--- src/rtl/pc_pkg.sv ---
// Shared types and constants for the IF-stage program-counter generator.
// Redirect sources are encoded so that a larger value means a higher priority.
package pc_pkg;

    typedef enum logic [2:0] {
        SRC_SEQ  = 3'd0,
        SRC_J    = 3'd1,
        SRC_JR   = 3'd2,
        SRC_BR   = 3'd3,
        SRC_ERET = 3'd4,
        SRC_EXC  = 3'd5
    } src_t;

    localparam logic [31:0] DEF_RESET_VECTOR = 32'h0040_0000;
    localparam logic [31:0] DEF_EXC_VECTOR   = 32'h8000_0180;
    localparam int unsigned DEF_PC_INC       = 4;

    // Low 28 bits of a j/jal target; the upper bits come from the ID-stage PC+4.
    function automatic logic [27:0] jump_low(input logic [25:0] idx);
        return {idx, 2'b00};
    endfunction

endpackage

--- src/rtl/pc_redirect_arb.sv ---
// Combinational priority select among N {valid, source, target} candidates.
// Ties go to the lowest index, so callers place the incumbent entry first.
module pc_redirect_arb
    import pc_pkg::*;
#(
    parameter int unsigned N      = 5,
    parameter int unsigned ADDR_W = 32
) (
    input  logic [N-1:0]      req_valid,
    input  src_t              req_src    [N],
    input  logic [ADDR_W-1:0] req_target [N],
    output logic              sel_valid,
    output src_t              sel_src,
    output logic [ADDR_W-1:0] sel_target
);

    always_comb begin
        sel_valid  = 1'b0;
        sel_src    = SRC_SEQ;
        sel_target = '0;
        for (int unsigned i = 0; i < N; i++) begin
            if (req_valid[i] && (!sel_valid || (req_src[i] > sel_src))) begin
                sel_valid  = 1'b1;
                sel_src    = req_src[i];
                sel_target = req_target[i];
            end
        end
    end

endmodule

--- src/rtl/pc_gen.sv ---
// Program-counter generator for the IF stage with EPC and a stall-safe redirect buffer.
// Optional macro PC_PERF_EN adds saturating redirect/stall performance counters.
module pc_gen
    import pc_pkg::*;
#(
    parameter int unsigned       ADDR_W       = 32,
    parameter logic [ADDR_W-1:0] RESET_VECTOR = ADDR_W'(DEF_RESET_VECTOR),
    parameter logic [ADDR_W-1:0] EXC_VECTOR   = ADDR_W'(DEF_EXC_VECTOR),
    parameter int unsigned       PC_INC       = DEF_PC_INC
) (
    input  logic              clk,
    input  logic              reset,
    input  logic              stall,
    input  logic              exc_req,
    input  logic [ADDR_W-1:0] exc_pc,
    input  logic              eret,
    input  logic              br_taken,
    input  logic [ADDR_W-1:0] br_target,
    input  logic              jr_valid,
    input  logic [ADDR_W-1:0] jr_target,
    input  logic              j_valid,
    input  logic [25:0]       j_index,
    input  logic [ADDR_W-1:0] id_pcplus4,
`ifdef PC_PERF_EN
    output logic [31:0]       perf_redirect_cnt,
    output logic [31:0]       perf_stall_cnt,
`endif
    output logic [ADDR_W-1:0] pc,
    output logic [ADDR_W-1:0] epc,
    output logic              redirect_pending,
    output logic              misalign_err
);

    logic              pend_valid;
    src_t              pend_src;
    logic [ADDR_W-1:0] pend_target;

    logic [ADDR_W-1:0] j_tgt;
    logic [4:0]        l_valid;
    src_t              l_src [5];
    logic [ADDR_W-1:0] l_tgt [5];
    logic              live_valid;
    src_t              live_src;
    logic [ADDR_W-1:0] live_target;

    logic [1:0]        m_in_valid;
    src_t              m_in_src [2];
    logic [ADDR_W-1:0] m_in_tgt [2];
    logic              m_valid;
    src_t              m_src;
    logic [ADDR_W-1:0] m_target;

    always_comb begin
        j_tgt       = id_pcplus4;
        j_tgt[27:0] = jump_low(j_index);
        l_valid     = {j_valid, jr_valid, br_taken, eret, exc_req};
        l_src[0]    = SRC_EXC;
        l_src[1]    = SRC_ERET;
        l_src[2]    = SRC_BR;
        l_src[3]    = SRC_JR;
        l_src[4]    = SRC_J;
        l_tgt[0]    = EXC_VECTOR;
        l_tgt[1]    = epc;
        l_tgt[2]    = br_target;
        l_tgt[3]    = jr_target;
        l_tgt[4]    = j_tgt;
    end

    pc_redirect_arb #(.N(5), .ADDR_W(ADDR_W)) u_live_arb (
        .req_valid  (l_valid),
        .req_src    (l_src),
        .req_target (l_tgt),
        .sel_valid  (live_valid),
        .sel_src    (live_src),
        .sel_target (live_target)
    );

    // Buffered entry sits at index 0 so an equal-priority live redirect never displaces it.
    always_comb begin
        m_in_valid  = {live_valid, pend_valid};
        m_in_src[0] = pend_src;
        m_in_src[1] = live_src;
        m_in_tgt[0] = pend_target;
        m_in_tgt[1] = live_target;
    end

    pc_redirect_arb #(.N(2), .ADDR_W(ADDR_W)) u_merge_arb (
        .req_valid  (m_in_valid),
        .req_src    (m_in_src),
        .req_target (m_in_tgt),
        .sel_valid  (m_valid),
        .sel_src    (m_src),
        .sel_target (m_target)
    );

    always_ff @(posedge clk or negedge reset) begin
        if (!reset) begin
            pc           <= RESET_VECTOR;
            epc          <= '0;
            pend_valid   <= 1'b0;
            pend_src     <= SRC_SEQ;
            pend_target  <= '0;
            misalign_err <= 1'b0;
        end else begin
            misalign_err <= 1'b0;
            if (exc_req) begin
                pc           <= {EXC_VECTOR[ADDR_W-1:2], 2'b00};
                misalign_err <= |EXC_VECTOR[1:0];
                epc          <= exc_pc;
                pend_valid   <= 1'b0;
            end else if (stall) begin
                pend_valid  <= m_valid;
                pend_src    <= m_src;
                pend_target <= m_target;
            end else begin
                pend_valid <= 1'b0;
                if (m_valid) begin
                    pc           <= {m_target[ADDR_W-1:2], 2'b00};
                    misalign_err <= |m_target[1:0];
                end else begin
                    pc <= pc + ADDR_W'(PC_INC);
                end
            end
        end
    end

    assign redirect_pending = pend_valid;

`ifdef PC_PERF_EN
    always_ff @(posedge clk or negedge reset) begin
        if (!reset) begin
            perf_redirect_cnt <= '0;
            perf_stall_cnt    <= '0;
        end else begin
            if ((exc_req || (!stall && m_valid)) && (perf_redirect_cnt != '1))
                perf_redirect_cnt <= perf_redirect_cnt + 32'd1;
            if (stall && !exc_req && (perf_stall_cnt != '1))
                perf_stall_cnt <= perf_stall_cnt + 32'd1;
        end
    end
`endif

endmodule
--- config.mk ---
export PLATFORM = sky130hd
export DESIGN_NAME = pc_gen
export DESIGN_NICKNAME = d
export VERILOG_FILES = /design/src/rtl/pc_pkg.sv /design/src/rtl/pc_redirect_arb.sv /design/src/rtl/pc_gen.sv
export SDC_FILE = /design/constraint.sdc
export NUM_CORES = 1
export LEC_CHECK = 0
export BUFFER_PORTS_ARGS = -buffer_cell sky130_fd_sc_hd__buf_2
export CAP_MARGIN = 20
export CORE_ASPECT_RATIO = 0.6
export CORE_UTILIZATION = 45
export CTS_CLUSTER_SIZE = 8
export DETAILED_ROUTE_END_ITERATION = 6
export PLACE_DENSITY = 0.72
export SLEW_MARGIN = 20
export SYNTH_ARGS = -nofsm -noshare
export SYNTH_HDL_FRONTEND = slang
export SYNTH_SLANG_ARGS = --single-unit
--- constraint.sdc ---
create_clock -name clk -period 3.95 [get_ports clk]
set_input_delay 0.1975 -clock clk [delete_from_list [all_inputs] [get_ports clk]]
set_output_delay 0.1975 -clock clk [all_outputs]
set_load 0.05 [all_outputs]
# Word-level counts from Yosys, hierarchy flattened
# Index checks and enable logic that the tools add are counted.
dict set report word_totals {
  in_bits 162
  regBits 101
  output_inout_bits 66
  wordCells 60
}
dict set report classes {
  order_cmp 5
  bitwise_logic 1
  reduce_logical 17
  mux 29
  n_addsub 1
  n_eq_ne 1
}
# op count
set ops {}
lappend ops {{2-to-1 mux 32 bit} 10}
lappend ops {{adder 32 x 3 -> 32 bit, second input constant} 1}
lappend ops {{2-to-1 mux 3 bit} 7}
lappend ops {{2-to-1 mux 1 bit} 12}
lappend ops {{> comparator 2 x 3 -> 1 bit, first input constant} 2}
lappend ops {{logical AND 1 bit} 5}
lappend ops {{logical NOT 1 bit} 5}
lappend ops {{logical OR 1 bit} 5}
lappend ops {{> comparator 1 x 3 -> 1 bit, first input constant} 1}
lappend ops {{> comparator 3 bit} 1}
lappend ops {{> comparator 3 bit, first input constant} 1}
lappend ops {{!= test 2 x 1 -> 1 bit, second input constant} 1}
lappend ops {{AND reduction 2 bit} 1}
lappend ops {{OR reduction 2 bit} 1}
lappend ops {{NOT 1 bit} 1}

# Depth between registers and ports, before layout
# Gate-level depths: netlist of run 1.
dict set report logic_depth {
  ltp_word 25
  mapped_depth 14
  ltp_nobuf 11
}

# Cells and area by module
# A second synthesis of run 1 with hierarchy kept.
dict set report hier_totals {
  cells_unflattened 783
  area_unflattened_um2 6969.2
}
# module area_per_inst_um2 cells_per_inst n_inst
set by_module_without_submodules {}
lappend by_module_without_submodules {pc_gen 4849.7 504 1}
lappend by_module_without_submodules {{pc_redirect_arb (u_live_arb)} 1634.1 222 1}
lappend by_module_without_submodules {{pc_redirect_arb (u_merge_arb)} 485.5 57 1}

# Worst setup path after synthesis of run 1
# No wires, ideal clock.
dict set report synth_path {
  kind {input to register}
  start {input port br_taken}
  end {register pc[24]}
  slack_ns 0.719
  stages 13
  t_arrival_ns 3.153
  t_required_ns 3.872
  setup_ns 0.078
  path_cell_list {clkbuf_1 clkbuf_1 nor3_2 clkbuf_1 a211oi_1 ha_1 and3_1 o21ai_0 nand3b_1 buf_2 o32ai_1 o21ai_0 a21oi_1}
}
dict set report synth_via {
  elab_chain_len 17
  word_cells_on_any_way 26
  cone_classes {order compare: 3; mux: 14; reduce/logical: 9}
}
# element line_no
set synth_rtl {}
lappend synth_rtl {{start: declaration} pc_gen.sv:17} ;# input logic br_taken,
lappend synth_rtl {{logical AND 1 bit (*)} pc_redirect_arb.sv:22} ;# if (req_valid[i] && (!sel_valid || (req_src[i] > sel_src))) begin
lappend synth_rtl {{2-to-1 mux 3 bit / 2-to-1 mux 1 bit (equally long branches)} pc_redirect_arb.sv:22}
lappend synth_rtl {{> comparator 2 x 3 -> 1 bit / logical NOT 1 bit (equally long branches)} pc_redirect_arb.sv:22}
lappend synth_rtl {{logical OR 1 bit} pc_redirect_arb.sv:22}
lappend synth_rtl {{logical AND 1 bit} pc_redirect_arb.sv:22}
lappend synth_rtl {{2-to-1 mux 3 bit / 2-to-1 mux 1 bit (equally long branches)} pc_redirect_arb.sv:22}
lappend synth_rtl {{> comparator 1 x 3 -> 1 bit / logical NOT 1 bit (equally long branches)} pc_redirect_arb.sv:22}
lappend synth_rtl {{logical OR 1 bit} pc_redirect_arb.sv:22}
lappend synth_rtl {{logical AND 1 bit} pc_redirect_arb.sv:22}
lappend synth_rtl {{2-to-1 mux 3 bit} pc_redirect_arb.sv:22}
lappend synth_rtl {{> comparator 3 bit} pc_redirect_arb.sv:22}
lappend synth_rtl {{logical OR 1 bit} pc_redirect_arb.sv:22}
lappend synth_rtl {{logical AND 1 bit} pc_redirect_arb.sv:22}
lappend synth_rtl {{2-to-1 mux 32 bit / 2-to-1 mux 1 bit (equally long branches)} pc_redirect_arb.sv:22}
lappend synth_rtl {{2-to-1 mux 32 bit (*)} pc_gen.sv:117} ;# if (m_valid) begin
lappend synth_rtl {{2-to-1 mux 32 bit (*)} pc_gen.sv:111} ;# end else if (stall) begin
lappend synth_rtl {{2-to-1 mux 32 bit (*)} pc_gen.sv:106} ;# if (exc_req) begin
lappend synth_rtl {{end signal: assignment} pc_gen.sv:107} ;# pc <= {EXC_VECTOR[ADDR_W-1:2], 2'b00};
lappend synth_rtl {{end signal: assignment} pc_gen.sv:118} ;# pc <= {m_target[ADDR_W-1:2], 2'b00};
lappend synth_rtl {{end signal: assignment} pc_gen.sv:121} ;# pc <= pc + ADDR_W'(PC_INC);
lappend synth_rtl {{end: declaration} pc_gen.sv:28} ;# output logic [ADDR_W-1:0] pc,
# Every way passes the cells marked *; elsewhere a longest branch is shown, timed or not. The select of a mux whose other input is x is not followed.
# A chain may end at the register's enable or synchronous reset.

# Worst setup path after layout of run 1
dict set report layout_path {
  start {register pend_valid, in the netlist redirect_pending}
  end {register pend_target[7]}
}
dict set report layout_via {
  elab_chain_len 5
  word_cells_on_any_way 8
  cone_classes {order compare: 1; mux: 4; reduce/logical: 3}
}
# element line_no
set layout_rtl {}
lappend layout_rtl {{start: declaration} pc_gen.sv:34} ;# logic pend_valid;
lappend layout_rtl {{start signal: assignment} pc_gen.sv:112} ;# pend_valid <= m_valid;
lappend layout_rtl {{2-to-1 mux 3 bit / 2-to-1 mux 1 bit (equally long branches)} pc_redirect_arb.sv:22}
lappend layout_rtl {{> comparator 3 bit / logical NOT 1 bit (equally long branches)} pc_redirect_arb.sv:22}
lappend layout_rtl {{logical OR 1 bit} pc_redirect_arb.sv:22}
lappend layout_rtl {{logical AND 1 bit} pc_redirect_arb.sv:22}
lappend layout_rtl {{2-to-1 mux 32 bit (*)} pc_redirect_arb.sv:22}
lappend layout_rtl {{end signal: assignment} pc_gen.sv:114} ;# pend_target <= m_target;
lappend layout_rtl {{end: declaration} pc_gen.sv:36} ;# logic [ADDR_W-1:0] pend_target;
# Every way passes the cells marked *; elsewhere a longest branch is shown, timed or not.

==> flow_summary_export.csv, run 1 <==
group,metric,value,unit
grt,grt_pass1_wl,30400,µm
synthesis,syn_avg_cell_area,8.55,µm²
synthesis,ys_ff_latch,99,
grt,grt_start_max_net_pins,66,
routing,viasPerCell,5.90,
synthesis,async_flop_share,1.00,
clock_network,insertion_delay,0.35,ns
finish,diodes,0,
clock_network,clk_path_buf_depth,2,
synthesis,synthCells,700,
place,dpl.hpwl,14000,µm
floorplanning,die_h,91.3,µm
timing,min_period_over_period,0.797,
power,p_leak,3.29,nW
worst_setup_path,crit_slowest_cell,"dfrtp_1",
finish,utilization,0.574,
synthesis,yosysTopAreaCell,"dfrtp_1",
synthesis,synthSimpleGateAreaFrac,0.223,
floorplanning,die_area,0.0138,mm²
synthesis,yosysSeqAreaShare,0.414,
synthesis,synth_edf_count,0,
synthesis,synthTopCellsByArea,"dfrtp_1, mux2_2, nand2_1, a21oi_1, o21ai_0",
clock_network,tritoncts,"built",
routing,first_iter_violations,653,
floorplanning,rows,32,
timing,period_needed,3.15,ns
floorplanning,ios,228,
worst_setup_path,end_kind,"flip-flop",
power,ir_drop,0.188,mV
power,p_per_area,384,mW/mm²
synthesis,synth_warnings,0,
synthesis,synth_mux_area_frac,0.0694,
routing,dr.pass1.iters,5,
timing,final-hold-violation-count,0,
worst_setup_path,crit_chain,"and2_1, ha_1, and3_1, o21ai_0, and3_1, nand2_1, a22o_1",
grt,grt.total_usage,0.285,
timing,fmax,318,MHz
floorplanning,start_util,0.464,
clock_network,clockRootBuffer,"clkbuf_16",
finish,drive_gt1_frac,0.308,
place,portBuffers,197,
routing,routed_wl,19200,µm
synthesis,synth_area,0.00598,mm²
worst_setup_path,max_stage_delay,0.75,ns
place,place_congestion,0.887,
clock_network,h-tree-depth,3,
worst_setup_path,arrival,3.38,ns
timing,rsz0062_at_grt,"no",
routing,drc,0,
synthesis,synth_most_common_cell,"nand2_1",
grt,grt_pass1_vias,5649,
floorplanning,core,0.0129,mm²
floorplanning,die_width,151,µm
outcome,status,"completed",
timing,finalSetupViolations,0,
worst_setup_path,path_max_fanout,17,
worst_setup_path,start_kind,"flip-flop",
synthesis,synth_xor_area_frac,0,
routing,wire_per_inst,18.4,µm
hold_path,hold_path.class,"in2reg",
routing,vias,6159,
clock_network,path_clk_slew,0.07,ns
finish,area_delta_synth_final,23.7,%
synthesis,synth_compound_area_frac,0.236,
synthesis,synth-main-ff-cell,"dfrtp_1",
synthesis,synthAdderAreaFrac,0.00836,
synthesis,synth_top_family_by_area,"compound AO/OA/AOI/OAI gates",
finish,nNetsFinal,1035,
synthesis,synth_top_area_frac,0.410,
timing,fin_worst_skew,0.0127,ns
worst_setup_path,critPathRequiredTime,4.18,ns
worst_setup_path,path_common_cell,"and3_1",
grt,grt-ovfl-total,0,
grt,antenna_found_initial,0,
clock_network,cts_buffers,9,
worst_setup_path,worst-setup-path-type,"reg2reg",
clock_network,cts_setup_buffers,0,
timing,tightest_slew,0.978,ns
timing,setup_tns,0,ns
run,drv_cap,0,
synthesis,ys_top_cells_by_count,"nand2_1, dfrtp_1, a21oi_1",
routing,antenna_left,0,
timing,max_slew_margin,0.348,
timing,finalMaxSlewViolations,0,
clock_network,clock_sinks,99,
synthesis,synth.distinct_cells,62,
-- metrics by stage --
| step | total power [mW] | hold WS, ns | cells | setup slack, ns | instance area [µm²] |
|---|---|---|---|---|---|
| after floorplan | 1.67 | -0.0981 | 701 | 0.719 | 5990 |
| after global placement | 1.90 | 0.250 | 1027 | 0.802 | 7080 |
| after detailed placement | 1.91 | 0.247 | 1027 | 0.727 | 7080 |
| after CTS | 2.85 | 0.0583 | 1044 | 0.874 | 7400 |
| after global routing | 2.97 | 0.0673 | 1044 | 0.646 | 7400 |
| final | 2.84 | 0.0668 | 1044 | 0.803 | 7400 |
-- worst max-delay path: cells and delay by family (launching register included) --
family          cells  cell delay (ns)
flops               1             0.75
fa+ha+maj           1             0.22
compound gates      2             0.71
simple gates        4             1.34
-- power breakdown --
| group | internal [mW] | switching [mW] |
|---|---|---|
| logic | 0.229 | 0.466 |
| clock network | 0.557 | 0.388 |
| registers | 1.12 | 0.0845 |
| total | 1.90 | 0.939 |
-- flip-flops by register name, indices dropped and copies added (netlist names) --
signal	cells
pend_target	32
pc	30
epc	32
pend_src	3
redirect_pending	1
misalign_err	1
-- metal layers --
metal	wire length, µm	vias to the layer above	track usage
li1	-	2918	-
met1	9070	2950	0.432
met2	8440	277	0.432
met3	1590	14	0.0462
met4	138	0	0.0442
met5	0	-	0
-- layout make-up --
type	count	area, µm²
Inverter	16	60.1
Sequential cell	99	2480
Clock inverter	4	75.1
Clock buffer	12	236
Tap cell	170	213
Fill cell	1190	5490
Timing Repair Buffer	212	1110
Multi-Input combinational cell	531	3230
-- cells in the final DEF, fill, tap and decap left out, types with 12 or more instances in the layout --
cell type,netlist,layout
buf_2,5,195
nand2_1,99,99
dfrtp_1,98,98
a21oi_1,63,63
nor2_1,54,54
o21ai_0,52,52
mux2_2,36,36
nand3b_1,24,24
nand3_1,19,19
a211oi_1,18,18
inv_1,16,16
buf_4,2,16
nor3_1,16,15
nor4_1,12,12
-- worst paths after layout --
check / start / endpoint / slack, ns / cells past startpoint
min reg2reg: pend_src[0]$_DFFE_PN0P_ / pend_src[0]$_DFFE_PN0P_ / 0.48 / 2
max in group asynchronous: reset / pend_src[0]$_DFFE_PN0P_ / 2.64 / 3
max reg2reg: redirect_pending$_DFF_PN0_ / pend_target[7]$_DFFE_PN0P_ / 0.80 / 7
max: redirect_pending$_DFF_PN0_ / pend_target[7]$_DFFE_PN0P_ / 0.80 / 7
min in group asynchronous: reset / pc[27]$_DFFE_PN0N_ / 0.40 / 2
min: exc_pc[19] / epc[19]$_DFFE_PN0P_ / 0.07 / 3
-- cells by family after synthesis --
group           after synthesis
buf+inv                      71
flops                        99
mux                          37
other cells                   1
simple gates                272
fa+ha+maj                     4
compound gates              216
-- what timing repair did --
action                    4_1_cts  5_1_grt
hold endpoints to repair       42        0
gates resized for setup         0        0
hold buffers                    1        0
Note: power is estimated with default switching activity, not from simulation.
==> run 2: changes to the inputs <==
==> constraint.sdc (replaced) <==
create_clock -name clk -period 3.1 [get_ports clk]
set_input_delay 0.155 -clock clk [delete_from_list [all_inputs] [get_ports clk]]
set_output_delay 0.155 -clock clk [all_outputs]
set_load 0.05 [all_outputs]
==> run 2 against run 1 <==
  * Critical path depth is 2 higher
  * Sequential share of layout area is 0.73 points lower
  * Flip-flop and latch count stayed put
  * Final area is 2.2% higher
  * Largest power group unchanged
  * Highest routed layer is now met5
==> flow_summary_export.csv, run 2 (same netlist as run 1, synthesis figures left out) <==
group,metric,value,unit
outcome,status,"completed",
timing,fin_worst_skew,0.00557,ns
timing,final-hold-violation-count,0,
worst_setup_path,crit_chain,"and2_1, ha_1, and3_1, o21ai_0, nand3b_1, buf_12, o32ai_1, o21ai_0, a21oi_1",
grt,grt_pass1_vias,5863,
clock_network,h-tree-depth,3,
finish,utilization,0.587,
grt,grt_pass1_wl,30800,µm
routing,drc,0,
floorplanning,die_area,0.0138,mm²
power,swShare,0.335,
grt,antenna_found_initial,1,
routing,antenna_left,0,
finish,layout_common_cells,"buf_2, nand2_1, dfrtp_1",
power,comb_power_share,0.248,
timing,tightest_slew,0.683,ns
grt,grt.total_usage,0.290,
clock_network,tritoncts,"built",
power,p_per_area,486,mW/mm²
finish,reg.largest.list,"epc x32, pend_target x32, pc x30",
finish,diodes,0,
place,dpl.hpwl,14300,µm
routing,wire_per_inst,18.5,µm
routing,viasPerCell,5.95,
place,portBuffers,197,
worst_setup_path,crit_slowest_cell,"o32ai_1",
worst_setup_path,path_max_fanout,27,
timing,fmax,392,MHz
worst_setup_path,max_stage_delay,0.45,ns
timing,min_period_over_period,0.822,
finish,area_delta_synth_final,26.5,%
power,finalPower,3.67,mW
routing,routed_wl,19600,µm
power,switching_power,1.23,mW
worst_setup_path,arrival,2.83,ns
floorplanning,die_width,151,µm
worst_setup_path,path_common_cell,"o21ai_0",
clock_network,clockRootBuffer,"clkbuf_16",
routing,dr.pass1.iters,5,
timing,finalSetupViolations,0,
grt,grt_start_max_net_pins,100,
power,p_leak,3.39,nW
clock_network,insertion_delay,0.35,ns
timing,rsz0062_at_grt,"no",
clock_network,cts_buffers,9,
power,clock_power_share,0.336,
power,ir_drop,0.288,mV
timing,period_needed,2.55,ns
worst_setup_path,critPathRequiredTime,3.38,ns
hold_path,hold_path.class,"in2reg",
timing,finalMaxSlewViolations,0,
timing,max_slew_margin,0.545,
power,internal_power,2.44,mW
routing,vias,6304,
floorplanning,start_util,0.464,
floorplanning,core,0.0129,mm²
finish,final_cell_area,0.00757,mm²
clock_network,clk_path_buf_depth,2,
timing,setup_tns,0,ns
routing,first_iter_violations,531,
finish,drive_gt1_frac,0.322,
power,pwr-share-seq,0.416,
worst_setup_path,end_kind,"flip-flop",
floorplanning,rows,32,
run,drv_cap,0,
place,dpl_cell_area,0.00724,mm²
place,place_congestion,0.917,
worst_setup_path,start_kind,"flip-flop",
floorplanning,die_h,91.3,µm
worst_setup_path,worst-setup-path-type,"reg2reg",
finish,mostFrequentLayoutCell,"buf_2",
grt,grt-ovfl-total,0,
clock_network,clock_sinks,99,
floorplanning,ios,228,
clock_network,path_clk_slew,0.07,ns
finish,nNetsFinal,1051,
[run 2: changes by cell type in the layout (fill, tap and decap cells not counted)]
cell,before,now
clkbuf_1,3,1
buf_4,16,29
clkinv_4,0,2
clkinvlp_4,2,1
buf_12,0,3
clkinv_2,0,1
[run 2: stage by stage]
stage          worst slack (ns)  hold slack, ns  std cells
6_report                  0.551         0.00977       1060
3_3_place_gp              0.327           0.263       1043
4_1_cts                   0.575         0.00669       1060
2_1_floorplan           0.00693          -0.141        701
5_1_grt                   0.350          0.0256       1060
3_5_place_dp              0.253           0.261       1043
[run 2: worst max-delay path: cells and delay by family, from the launching register on]
family / cells / cell delay (ns)
AOI/OAI and AO/OA: 4 / 1.07
adders and majority gates: 1 / 0.26
buffers and inverters: 1 / 0.20
DFF: 1 / 0.43
and+or+nand+nor: 3 / 0.51
[run 2: power groups by stage]
stage,sequential [mW],combinational [mW],clock (mW)
3_3_place_gp,1.55,0.897,0
6_report,1.53,0.910,1.23
4_1_cts,1.53,0.911,1.24
5_1_grt,1.55,0.982,1.29
3_5_place_dp,1.55,0.907,0
2_1_floorplan,1.76,0.361,0
[run 2: repair_timing]
| item | in CTS | in global routing |
|---|---|---|
| setup buffers | 0 | 0 |
| hold endpoints to repair | 98 | 0 |
| resized for setup | 0 | 0 |
| hold buffers | 1 | 0 |
| setup endpoints to repair | 0 | 0 |
[run 2: area by class of cell]
| type | count | area, µm² |
|---|---|---|
| clock inverter | 6 | 90.1 |
| clock buffer | 10 | 229 |
| tap | 170 | 213 |
| inverter | 16 | 60.1 |
| fill | 1214 | 5330 |
| timing repair buffer | 228 | 1260 |
| multi-input combinational | 531 | 3230 |
| sequential | 99 | 2480 |
[run 2: worst paths after layout]
| path | from | endpoint | slack, ns | cells past startpoint |
|---|---|---|---|---|
| max in group asynchronous | reset | pend_src[1]$_DFFE_PN0P_ | 2.25 | 3 |
| setup / recovery | redirect_pending$_DFF_PN0_ | pc[24]$_DFFE_PN0N_ | 0.55 | 9 |
| hold / removal | exc_pc[8] | epc[8]$_DFFE_PN0P_ | 0.01 | 3 |
| setup reg to reg | redirect_pending$_DFF_PN0_ | pc[24]$_DFFE_PN0N_ | 0.55 | 9 |
| hold reg to reg | pend_target[3]$_DFFE_PN0P_ | pend_target[3]$_DFFE_PN0P_ | 0.49 | 2 |
| min in group asynchronous | reset | pc[27]$_DFFE_PN0N_ | 0.36 | 3 |
[run 2: routing by layer]
layer / vias up / global-route usage / wire length [µm]
met5: - / 0 / 13
met4: 2 / 0.0642 / 199
met3: 21 / 0.0678 / 1790
met2: 300 / 0.441 / 8710
met1: 3036 / 0.417 / 8900
li1: 2945 / - / -
==> run 3: changes to the inputs <==
--- a/config.mk
+++ b/config.mk
@@ -11,7 +11,7 @@
 export CORE_UTILIZATION = 45
 export CTS_CLUSTER_SIZE = 8
 export DETAILED_ROUTE_END_ITERATION = 6
-export PLACE_DENSITY = 0.72
+export PLACE_DENSITY = 0.75
 export SLEW_MARGIN = 20
 export SYNTH_ARGS = -nofsm -noshare
 export SYNTH_HDL_FRONTEND = slang
==> constraint.sdc (replaced) <==
create_clock -name clk -period 2.3 [get_ports clk]
set_input_delay 0.115 -clock clk [delete_from_list [all_inputs] [get_ports clk]]
set_output_delay 0.115 -clock clk [all_outputs]
set_load 0.05 [all_outputs]
==> run 3 against run 2 <==
  * The flow now finishes with violations (hold timing)
  * Largest cell class unchanged
  * Critical path depth up 1
  * First-iteration DRC count up 29%
  * Cell count up 8.4%
  * Utilization up 7.2 points
==> flow_summary_export.csv, run 3 (same netlist as run 1, synthesis figures left out) <==
group,metric,value,unit
clock_network,tritoncts,"built",
finish,fillers,1079,
worst_setup_path,crit_chain,"and2_4, ha_4, and3_4, o21ai_2, buf_4, nand2_2, nor2_1, buf_4, a2111oi_1, o31ai_1",
finish,multi_input_area,0.00342,mm²
hold_path,holdPathEnd,"epc[10]$_DFFE_PN0P_",
finish,stdcell_count,1149,
outcome,status,"finished, violations left",
timing,rsz0062_at_grt,"yes",
routing,wire_per_inst,18.9,µm
place,place_congestion,0.952,
finish,final_cell_area,0.00849,mm²
worst_setup_path,r2r_end,"pc[7]$_DFFE_PN0N_",
place,dpl_cell_area,0.00779,mm²
worst_setup_path,critPathRequiredTime,2.53,ns
timing,tightest_slew,0.696,ns
grt,grt-ovfl-total,0,
floorplanning,ios,228,
grt,grt_pass1_vias,6424,
routing,first_iter_violations,687,
worst_setup_path,r2r-start,"redirect_pending$_DFF_PN0_",
clock_network,clock_sinks,99,
floorplanning,die_width,151,µm
routing,routed_wl,21700,µm
floorplanning,die_area,0.0138,mm²
timing,hold_slack,-0.00188,ns
place,pre_cts_slack,-0.276,ns
floorplanning,rows,32,
finish,register_area,0.00248,mm²
routing,drc,0,
worst_setup_path,reg2reg_slack,0.03,ns
grt,grt_pass1_wl,33600,µm
grt,antenna_found_initial,0,
worst_setup_path,arrival,2.50,ns
timing,finalMaxSlewViolations,0,
routing,routed-wl-met2,9560,µm
grt,grt_start_max_net_pins,86,
clock_network,h-tree-depth,3,
clock_network,insertion_delay,0.36,ns
floorplanning,core,0.0129,mm²
finish,layout_common_cells,"buf_2, nand2_1, dfrtp_1",
finish,mostFrequentLayoutCell,"buf_2",
timing,setup_slack,0.0286,ns
finish,utilization,0.659,
worst_setup_path,reg2reg_depth,10,
routing,vias,6825,
timing,min_period_over_period,0.988,
clock_network,cts_buffers,9,
routing,wl_met3,2040,µm
worst_setup_path,path_common_cell,"buf_4",
timing,setup_tns,0,ns
clock_network,clk_path_buf_depth,2,
worst_setup_path,start_kind,"flip-flop",
clock_network,clockRootBuffer,"clkbuf_16",
place,dpl.hpwl,15700,µm
hold_path,min_path_cells,2,
routing,antenna_left,0,
floorplanning,start_util,0.464,
power,p_leak,3.85,nW
routing,m1WireLength,9750,µm
power,p_per_area,581,mW/mm²
grt,grt.total_usage,0.319,
worst_setup_path,end_kind,"flip-flop",
finish,nNetsFinal,1140,
timing,final-hold-violation-count,2,
routing,dr.pass1.iters,6,
timing,period_needed,2.27,ns
floorplanning,die_h,91.3,µm
worst_setup_path,path_max_fanout,5,
run,drv_cap,0,
finish,diodes,0,
hold_path,hold_path.class,"in2reg",
clock_network,path_clk_slew,0.07,ns
routing,viasPerCell,5.94,
timing,fin_worst_skew,0.00865,ns
power,finalPower,4.94,mW
place,dp.cells,1102,
worst_setup_path,critical_path_buf_inv_count,2,
worst_setup_path,path_delay_family,"compound AO/OA/AOI/OAI gates",
timing,max_slew_margin,0.536,
hold_path,hp-start,"exc_pc[10]",
worst_setup_path,crit_slowest_cell,"dfrtp_2",
worst_setup_path,max_stage_delay,0.45,ns
worst_setup_path,worst-setup-path-type,"reg2reg",
finish,area_delta_synth_final,41.9,%
power,ir_drop,0.390,mV
finish,drive_gt1_frac,0.390,
place,portBuffers,197,
timing,fmax,440,MHz
routing,top_layer,"met4",
outcome,violations,"hold timing",
timing,finalSetupViolations,0,
finish,reg.largest.list,"epc x32, pend_target x32, pc x30",
[run 3: how the worst max path moves through the flow]
| stage | startpoint | to | slack (ns) | depth (start not counted) |
|---|---|---|---|---|
| 5_1_grt | redirect_pending$_DFF_PN0_ | pc[7]$_DFFE_PN0N_ | -0.10 | 10 |
| 3_3_place_gp | exc_req | pc[17]$_DFFE_PN0N_ | -0.15 | 13 |
| 2_1_floorplan | br_taken | pc[24]$_DFFE_PN0N_ | -0.24 | 13 |
| 3_5_place_dp | exc_req | pc[17]$_DFFE_PN0N_ | -0.28 | 13 |
| 4_1_cts | redirect_pending$_DFF_PN0_ | pend_target[11]$_DFFE_PN0P_ | 0.002 | 9 |
| 6_report | redirect_pending$_DFF_PN0_ | pc[7]$_DFFE_PN0N_ | 0.03 | 10 |
[run 3: cell type report]
class	instances	share of cell area
clock buffers	10	0.0270
clock inverters	6	0.00472
inverters	16	0.00707
multi-input cells	531	0.403
flip-flops and latches	99	0.292
well taps	170	0.0251
repair buffers	317	0.241
[run 3: report_power, final]
group	switching, mW	internal (mW)	leakage [nW]
Sequential	0.127	1.92	1.25
Combinational	0.899	0.554	2.46
Clock	0.698	0.737	0.133
Total	1.72	3.21	3.85
[run 3: timing repair]
action | CTS | global route
pin swaps | 1 | 8
hold buffers | 25 | 0
hold endpoints to repair | 38 | 0
gates cloned | 0 | 1
endpoints found under the setup margin | 2 | 29
buffers inserted | 4 | 1
resized for setup | 2 | 20
[run 3: metal layers]
layer | vias to the layer above | track usage
li1 | 3123 | -
met5 | - | 0
met2 | 380 | 0.479
met1 | 3283 | 0.466
met4 | 0 | 0.0750
met3 | 39 | 0.0688
